## config.mk

```make
export PLATFORM = sky130hd
export DESIGN_NAME = p_ng_fwd_reader
export DESIGN_NICKNAME = d
export VERILOG_FILES = /design/src/rtl/p_ng_fwd_reader.sv
export SDC_FILE = /design/constraint.sdc
export NUM_CORES = 1
export LEC_CHECK = 0
export CAP_MARGIN = 10
export CELL_PAD_IN_SITES_DETAIL_PLACEMENT = 1
export CELL_PAD_IN_SITES_GLOBAL_PLACEMENT = 2
export CORE_MARGIN = 2
export CORE_UTILIZATION = 33
export CTS_BUF_LIST = sky130_fd_sc_hd__clkbuf_2
export CTS_CLUSTER_SIZE = 8
export DETAILED_ROUTE_END_ITERATION = 7
export MAX_ROUTING_LAYER = met4
export PLACE_DENSITY_LB_ADDON = 0.1
export SLEW_MARGIN = 20
export SYNTH_ARGS = -nofsm -noshare
export SYNTH_HDL_FRONTEND = slang
export SYNTH_SLANG_ARGS = --single-unit
```

## constraint.sdc

```tcl
create_clock -name clk -period 4.5 [get_ports clk]
set_clock_uncertainty 0.2 [all_clocks]
set_input_delay 1.35 -clock clk [delete_from_list [all_inputs] [get_ports clk]]
set_output_delay 1.35 -clock clk [all_outputs]
set_load 0.005 [all_outputs]
```

## src/rtl/p_ng_fwd_reader.sv

```systemverilog
// p_ng_fwd_reader: drains one ping/pang/pong packet buffer into an AXI-Stream master.
// Reads are credit-limited so the small internal FIFO (RD_LAT+1 entries) can never
// overflow, and the stream still sustains one beat per cycle when m_tready stays high.
// Optional feature macro: P_NG_FWD_PKT_CNT_EN adds a 32-bit pkt_count output.
module p_ng_fwd_reader #(
    parameter int ADDR_WIDTH   = 10,
    parameter int SN_FWD_WIDTH = 64,
    parameter int RD_LAT       = 1
) (
    input  logic                      clk,
    input  logic                      rst_n,
    input  logic                      start,
    input  logic [32:0]               byte_length,
    output logic                      busy,
    output logic                      done,
    output logic                      overflow,
    output logic                      rd_en,
    output logic [ADDR_WIDTH-1:0]     addr,
    input  logic [SN_FWD_WIDTH-1:0]   odata,
    output logic [SN_FWD_WIDTH-1:0]   m_tdata,
    output logic [SN_FWD_WIDTH/8-1:0] m_tkeep,
    output logic                      m_tlast,
    output logic                      m_tvalid,
    input  logic                      m_tready
`ifdef P_NG_FWD_PKT_CNT_EN
    ,
    output logic [31:0]               pkt_count
`endif
);

    localparam int BYTES  = SN_FWD_WIDTH / 8;
    localparam int BSHIFT = $clog2(BYTES);
    localparam int DEPTH  = RD_LAT + 1;
    localparam int PTR_W  = $clog2(DEPTH);
    localparam int CNT_W  = $clog2(DEPTH + 1);
    localparam int OW     = CNT_W + 1;
    localparam logic [OW-1:0] DEPTH_V = OW'(DEPTH);
    localparam logic [32:0]   CAP     = 33'd1 << (ADDR_WIDTH + 2);

    typedef enum logic [1:0] {ST_IDLE, ST_RUN, ST_DRAIN, ST_DONE} state_t;

    state_t                   state_reg, state_next;
    logic [32:0]              n_beats_reg;
    logic [BSHIFT-1:0]        rem_reg;
    logic [32:0]              issued_reg;
    logic [32:0]              sent_reg;
    logic [ADDR_WIDTH-1:0]    addr_reg;
    logic                     overflow_reg;
    logic [RD_LAT-1:0]        pipe_reg;
    logic [SN_FWD_WIDTH-1:0]  fifo_mem [DEPTH];
    logic [PTR_W-1:0]         wr_ptr_reg, rd_ptr_reg;
    logic [CNT_W-1:0]         count_reg;

    logic [32:0]              len_clip;
    logic [32:0]              n_beats_next;
    logic [OW-1:0]            outstanding;
    logic                     push, pop, last_beat, last_issue;

    // Length is clipped to the buffer capacity; beat count is ceil(L/BYTES) in 33 bits.
    assign len_clip     = (byte_length > CAP) ? CAP : byte_length;
    assign n_beats_next = (len_clip + 33'(BYTES - 1)) >> BSHIFT;

    assign m_tvalid   = (count_reg != '0);
    assign pop        = m_tvalid && m_tready;
    assign push       = pipe_reg[RD_LAT-1];
    assign last_beat  = (sent_reg == n_beats_reg - 33'd1);
    assign last_issue = (issued_reg + 33'd1 == n_beats_reg);

    // Credits: reads in flight plus FIFO entries that survive this cycle's pop.
    always_comb begin
        outstanding = OW'(count_reg) - OW'(pop);
        for (int i = 0; i < RD_LAT; i++) begin
            outstanding = outstanding + OW'(pipe_reg[i]);
        end
    end

    assign rd_en    = (state_reg == ST_RUN) && (outstanding < DEPTH_V);
    assign addr     = addr_reg;
    assign busy     = (state_reg != ST_IDLE);
    assign done     = (state_reg == ST_DONE);
    assign overflow = overflow_reg;
    assign m_tdata  = m_tvalid ? fifo_mem[rd_ptr_reg] : '0;
    assign m_tlast  = m_tvalid && last_beat;

    // Byte qualifiers: full beats except a short final beat keeps only its top r bytes.
    genvar gi;
    generate
        for (gi = 0; gi < BYTES; gi++) begin : g_keep
            assign m_tkeep[gi] = m_tvalid &&
                (!last_beat || (rem_reg == '0) || (gi >= BYTES - int'(rem_reg)));
        end
    endgenerate

    // Next-state logic; start is only honoured in IDLE.
    always_comb begin
        state_next = state_reg;
        case (state_reg)
            ST_IDLE:  if (start) state_next = (len_clip == '0) ? ST_DONE : ST_RUN;
            ST_RUN:   if (rd_en && last_issue) state_next = ST_DRAIN;
            ST_DRAIN: if (pop && last_beat) state_next = ST_DONE;
            ST_DONE:  state_next = ST_IDLE;
            default:  state_next = ST_IDLE;
        endcase
    end

    // State register.
    always_ff @(posedge clk or negedge rst_n) begin
        if (!rst_n) state_reg <= ST_IDLE;
        else        state_reg <= state_next;
    end

    // Packet bookkeeping: length capture, read address and issued/sent counters.
    always_ff @(posedge clk or negedge rst_n) begin
        if (!rst_n) begin
            n_beats_reg  <= '0;
            rem_reg      <= '0;
            issued_reg   <= '0;
            sent_reg     <= '0;
            addr_reg     <= '0;
            overflow_reg <= 1'b0;
        end else begin
            if (state_reg == ST_IDLE && start) begin
                n_beats_reg  <= n_beats_next;
                rem_reg      <= len_clip[BSHIFT-1:0];
                overflow_reg <= (byte_length > CAP);
                issued_reg   <= '0;
                sent_reg     <= '0;
                addr_reg     <= '0;
            end else begin
                if (rd_en) begin
                    issued_reg <= issued_reg + 33'd1;
                    // Hold the final address rather than stepping past the buffer end.
                    if (!last_issue) addr_reg <= addr_reg + ADDR_WIDTH'(2);
                end
                if (pop) sent_reg <= sent_reg + 33'd1;
            end
        end
    end

    // Read-latency tracker and FIFO pointers; reset discards reads in flight.
    always_ff @(posedge clk or negedge rst_n) begin
        if (!rst_n) begin
            pipe_reg   <= '0;
            wr_ptr_reg <= '0;
            rd_ptr_reg <= '0;
            count_reg  <= '0;
        end else begin
            pipe_reg[0] <= rd_en;
            for (int i = 1; i < RD_LAT; i++) pipe_reg[i] <= pipe_reg[i-1];
            if (push)
                wr_ptr_reg <= (wr_ptr_reg == PTR_W'(DEPTH - 1)) ? '0 : wr_ptr_reg + PTR_W'(1);
            if (pop)
                rd_ptr_reg <= (rd_ptr_reg == PTR_W'(DEPTH - 1)) ? '0 : rd_ptr_reg + PTR_W'(1);
            count_reg <= count_reg + CNT_W'(push) - CNT_W'(pop);
        end
    end

    // FIFO storage; contents only matter while count_reg says they are valid.
    always_ff @(posedge clk) begin
        if (push) fifo_mem[wr_ptr_reg] <= odata;
    end

`ifdef P_NG_FWD_PKT_CNT_EN
    // Completed-packet counter, wrapping naturally at 32 bits.
    always_ff @(posedge clk or negedge rst_n) begin
        if (!rst_n)                   pkt_count <= '0;
        else if (state_reg == ST_DONE) pkt_count <= pkt_count + 32'd1;
    end
`endif

endmodule

```

==> flow_metrics.tcl, run 1 <==
set metrics [dict create \
    io_buffer_count 187 \
    cts.sink_count 244 \
    setup_slack_ns -1.123 \
    fin_crit_sh 1.249 \
    synthesis.area_um2 12720 \
    cts_tree "built" \
    gp_congestion 0.7877 \
    path_class "flip-flop to primary output" \
    hold_path_class "primary input to asynchronous set/reset pin" \
    r2r_cells 12 \
    p_leak_nw 6.863 \
    largest_reg_flops 128 \
    fmax_ghz 0.1779 \
    fp.dieW_um 200.3 \
    relSlewSlack 0.3874 \
    die_y_um 200.3 \
    ys_ff_latch 244 \
    grt_max_degree 73 \
    yosysTopAreaCell "edfxtp_1" \
    yosysMostFrequentCell "nor2_1" \
    synth_flop_cell "edfxtp_1" \
    final-setup-viol-count 10 \
    period_needed_ns 5.623 \
    clock_insertion_delay_worst_skew_ns 0.96 \
    start_kind "flip-flop" \
    h-tree-depth 3 \
    ir_drop_v 0.0003108 \
    totalWireLength_um 36940 \
    synthArstFlopShare 0.4754 \
    ant_nets 0 \
    synth.avg_cell_area_um2 10.71 \
    ys_types 81 \
    cts_buffers 69 \
    io_pins 189 \
    worst_slew_pin_slew_ns 0.9189 \
    layout-drive-gt1-share 0.1964 \
    hold_viol 0 \
    core_area_um2 37840 \
    pwr_density_cell_nw_per_um2 425.9 \
    drc 0 \
    first_global_vias 11020 \
    hold_buffers 0 \
    crit_fanout 4 \
    drv_cap 0 \
    fin_setup_tns_ns -9.887 \
    slew_viol_final 0 \
    status "finished with violations" \
    fin_cells 2067 \
    synthTopCellsByArea "edfxtp_1, dfrtp_1, xnor2_1" \
    synth_fp_nets 1303 \
    finalNetCount 1635 \
    die_area_um2 40130 \
    gr-total-overflow 0 \
    finalPower_mw 7.121 \
    grt_usage 0.1925 \
    synthTopCellsByCount "nor2_1, edfxtp_1, dfrtp_1" \
    drt_iter0_drc 282 \
    area_delta_synth_final_pct 31.42 \
    cts-root-buf "clkbuf_2" \
    initial_core_util 0.3361 \
    rows 71 \
    ctsLongestPathBuffers 3 \
    nFillCells 4280 \
    post-dp-hpwl_um 26580 \
    synth_edf_count 128 \
    ys_seq_area_frac 0.5303 \
    rsz0062_at_grt "yes" \
    wire_per_inst_um 17.87 \
    grt_pass1_wl_um 59490 \
    violations "setup timing" \
    clkTransAtPathRegs_ns 0.09 \
    cp.required_ns 2.95 \
    cp.arrival_ns 4.07 \
    antenna_found_initial 2 \
    viasPerCell 4.944 \
    netlist.area_leader.share 0.3022 \
    syn_inst 1188 \
    end_kind "primary output" \
    drtPass1Iterations 4 \
    yosys_warnings 0 \
    numPlacedInstances 1943 \
    via_count 10219 \
]
metrics by stage:
stage                       util  cell area [um^2]  hold slack [ns]  setup WS, ns
final                     0.4417             16720           0.2626        -1.123
after global routing      0.4417             16710           0.1848        -1.389
after floorplan                -             12740           0.2555      0.008757
after global placement    0.4205             15910           0.2790       -0.7749
after CTS                 0.4378             16570           0.1738        -1.290
after detailed placement  0.4205             15910           0.2829       -0.7818
worst max-delay path, stage by stage, from the launching register on:
cell and delay [ns]:
dfrtp_1 0.40, inv_2 0.08, ha_4 0.13, or4b_4 0.50, or4_4 0.55, a2111oi_4 0.35, o31ai_4 0.11, or3b_1 0.41
nor4_2 0.27, buf_4 0.16, nor2_2 0.03, buf_2 0.14
kinds of logic (layout without fill, tap and decap cells):
family / after synthesis / after routing / share of synthesized area
simple gates: 496 / 496 / 0.1998
other cells: 1 / 4 / 0.0002948
flops: 244 / 244 / 0.5303
xor+xnor: 143 / 143 / 0.09846
fa+ha+maj: 14 / 14 / 0.01436
compound gates: 128 / 128 / 0.06767
mux: 73 / 73 / 0.05744
buf+inv: 89 / 454 / 0.03167
repair_timing:
item,in CTS,in global routing
endpoints found under the setup margin,74,41
buffers inserted,8,9
pin swaps,18,19
resized for setup,63,17
power breakdown:
part | internal, mW | leakage, nW | switching (mW)
Clock | 0.539 | 0.400 | 0.942
Sequential | 2.58 | 2.75 | 0.135
Combinational | 1.44 | 3.71 | 1.48
Total | 4.56 | 6.86 | 2.56
worst paths after layout:
path	slack, ns	startpoint	to
worst max-delay path	-1.12	n_beats_reg[0]$_DFFE_PN0P_	m_tkeep[7]
worst min-delay path	0.26	rst_n	state_reg[1]$_DFFE_PN0P_
worst max register to register	0.71	issued_reg[0]$_DFFE_PN0P_	addr[3]$_DFFE_PN0P_
worst min register to register	0.30	overflow$_DFFE_PN0P_	overflow$_DFFE_PN0P_
max in group asynchronous	2.97	rst_n	addr[5]$_DFFE_PN0P_
min in group clk	0.30	overflow$_DFFE_PN0P_	overflow$_DFFE_PN0P_
cell type report:
| type | count | area [um^2] | area share |
|---|---|---|---|
| clock inverters | 13 | 66.31 | 0.003967 |
| flip-flops and latches | 244 | 6751 | 0.4039 |
| clock buffers | 91 | 455.4 | 0.02724 |
| well taps | 511 | 639.4 | 0.03825 |
| repair buffers | 326 | 2944 | 0.1761 |
| inverters | 24 | 100.1 | 0.005988 |
| diodes | 3 | 7.507 | 0.0004491 |
| multi-input cells | 855 | 5753 | 0.3441 |
layout by cell type (no fill, tap or decap), types with 35 or more instances in the layout:
cell               n
clkdlybuf4s50_1  175
buf_4            132
xor2_1            59
clkbuf_2          91
nor2_1           168
dfrtp_1          114
mux2i_1           72
o21ai_0           40
nand2_1           74
xnor2_1           82
nand4_1           35
nand3_1           46
edfxtp_1         128
per-layer routing:
| layer | track usage | vias up | share of wire |
|---|---|---|---|
| met5 | - | - | 0 |
| met4 | 0.05688 | 0 | 0.017 |
| met2 | 0.3016 | 213 | 0.46 |
| li1 | - | 4924 | - |
| met3 | 0.06752 | 55 | 0.067 |
| met1 | 0.2343 | 5027 | 0.45 |
(Power assumes the default switching activity.)
==> run 2, diff against run 1 <==
- CORE_ASPECT_RATIO: unset -> 1.5
==> flow_metrics.tcl, run 2 (synthesis results as in run 1) <==
set metrics [dict create \
    status "finished with violations" \
    violations "setup timing" \
    period_needed_ns 5.685 \
    nFillCells 4302 \
    pre_cts_ws_ns -0.8770 \
    finalNetCount 1639 \
    viasPerCell 4.972 \
    antenna_found_initial 3 \
    hold_buffers 0 \
    grt_pass1_wl_um 61630 \
    layout-drive-gt1-share 0.1982 \
    cpMostUsedCell "a2111oi_4" \
    gp_congestion 0.8272 \
    drv_cap 0 \
    slowest_stage "or4b_4" \
    rsz0062_at_grt "yes" \
    multiInputGateArea_um2 5748 \
    fin_crit_sh 1.263 \
    largest_reg_flops 128 \
    gr-total-overflow 0 \
    cpLargestDelayFamily "simple AND/OR/NAND/NOR gates" \
    die_area_um2 40170 \
    area_delta_synth_final_pct 32.23 \
    wire_per_inst_um 19.04 \
    grtUsageMet2 0.3752 \
    cts-root-buf "clkbuf_2" \
    setup_slack_ns -1.185 \
    drt_iter0_drc 295 \
    post-dp-hpwl_um 29390 \
    crit_chain "inv_2 > ha_4 > or4b_4 > or4_4 > a2111oi_4 > o31ai_4 > a2111oi_4 > nand3_4 > nor2_4 > buf_4 > a21oi_1 > buf_2" \
    cts.sink_count 244 \
    top_usage_layer "met2" \
    hold_viol 0 \
    final-setup-viol-count 10 \
    core_area_um2 38210 \
    drtPass1Iterations 4 \
    start_kind "flip-flop" \
    io_buffer_count 187 \
    h-tree-depth 2 \
    cts_buffers 61 \
    relSlewSlack 0.3506 \
    cp.arrival_ns 4.14 \
    hold_ws_ns 0.1215 \
    clock_insertion_delay_worst_skew_ns 0.97 \
    drc 0 \
    cp.buffers_inverters 3 \
    first_global_vias 11302 \
    ctsLongestPathBuffers 3 \
    ant_nets 0 \
    grt_max_degree 73 \
    pwr_density_cell_nw_per_um2 421.2 \
    utilization 0.4403 \
    initial_core_util 0.3330 \
    cpPeakStageDelay_ns 0.52 \
    fin_setup_tns_ns -10.35 \
    met3_usage 0.03443 \
    totalWireLength_um 39450 \
    cts_tree "built" \
    ir_drop_v 0.0001934 \
    end_kind "primary output" \
    layout_commonest_cell "clkdlybuf4s50_1" \
    fin_cells 2072 \
    numPlacedInstances 1941 \
    fmax_ghz 0.1759 \
    worst_slew_pin_slew_ns 0.9741 \
    path_class "flip-flop to primary output" \
    grtUsageMet1 0.2122 \
    io_pins 189 \
    layout_common_cells "clkdlybuf4s50_1, nor2_1, buf_4" \
    p_leak_nw 6.949 \
    cp.required_ns 2.95 \
    rows 88 \
    clkTransAtPathRegs_ns 0.12 \
    register_area_um2 6750 \
    grt_usage 0.2028 \
    hold_path_class "primary input to asynchronous set/reset pin" \
    crit_fanout 5 \
    fp.dieW_um 164.3 \
    die_y_um 244.5 \
    via_count 10301 \
    slew_viol_final 0 \
]
[run 2: report_power, final]
part	switching (mW)	total [mW]	internal, mW
Sequential	0.148	2.73	2.58
Combinational	1.42	2.82	1.40
Clock	0.947	1.53	0.583
[run 2: worst paths after layout]
kind	slack (ns)	startpoint	end	cells after the start
hold reg to reg	0.32	overflow$_DFFE_PN0P_	overflow$_DFFE_PN0P_	1
min in group clk	0.32	overflow$_DFFE_PN0P_	overflow$_DFFE_PN0P_	1
setup reg to reg	0.68	issued_reg[0]$_DFFE_PN0P_	addr[3]$_DFFE_PN0P_	12
setup / recovery	-1.19	n_beats_reg[1]$_DFFE_PN0P_	m_tkeep[2]	12
max in group asynchronous	3.15	rst_n	issued_reg[1]$_DFFE_PN0P_	2
hold / removal	0.12	rst_n	count_reg[0]$_DFF_PN0_	1
[run 2: what timing repair did]
item / 4_1_cts / 5_1_grt
buffers inserted: 12 / 3
pin swaps: 13 / 9
gates resized for setup: 59 / 16
gates cloned: 0 / 0
setup endpoints to repair: 47 / 10
[run 2: final cells by class]
cell class / instances / area share
well taps: 495 / 0.03682
clock buffers: 84 / 0.02499
repair buffers: 338 / 0.1799
multi-input cells: 855 / 0.3417
inverters: 24 / 0.005802
flip-flops and latches: 244 / 0.4013
clock inverters: 29 / 0.009075
diodes: 3 / 0.0004463
[run 2: metrics by stage]
step	power, mW	area [um^2]
6_report	7.085	16820
5_1_grt	7.565	16820
4_1_cts	7.188	16730
3_5_place_dp	5.575	16000
3_3_place_gp	5.531	16000
2_1_floorplan	4.065	12740
[run 2: metal layers]
metal  routed length, um  part of all wire
met3                1828             0.046
met4                1058             0.027
met1               14950              0.38
met5                   0                 0
met2               21610              0.55
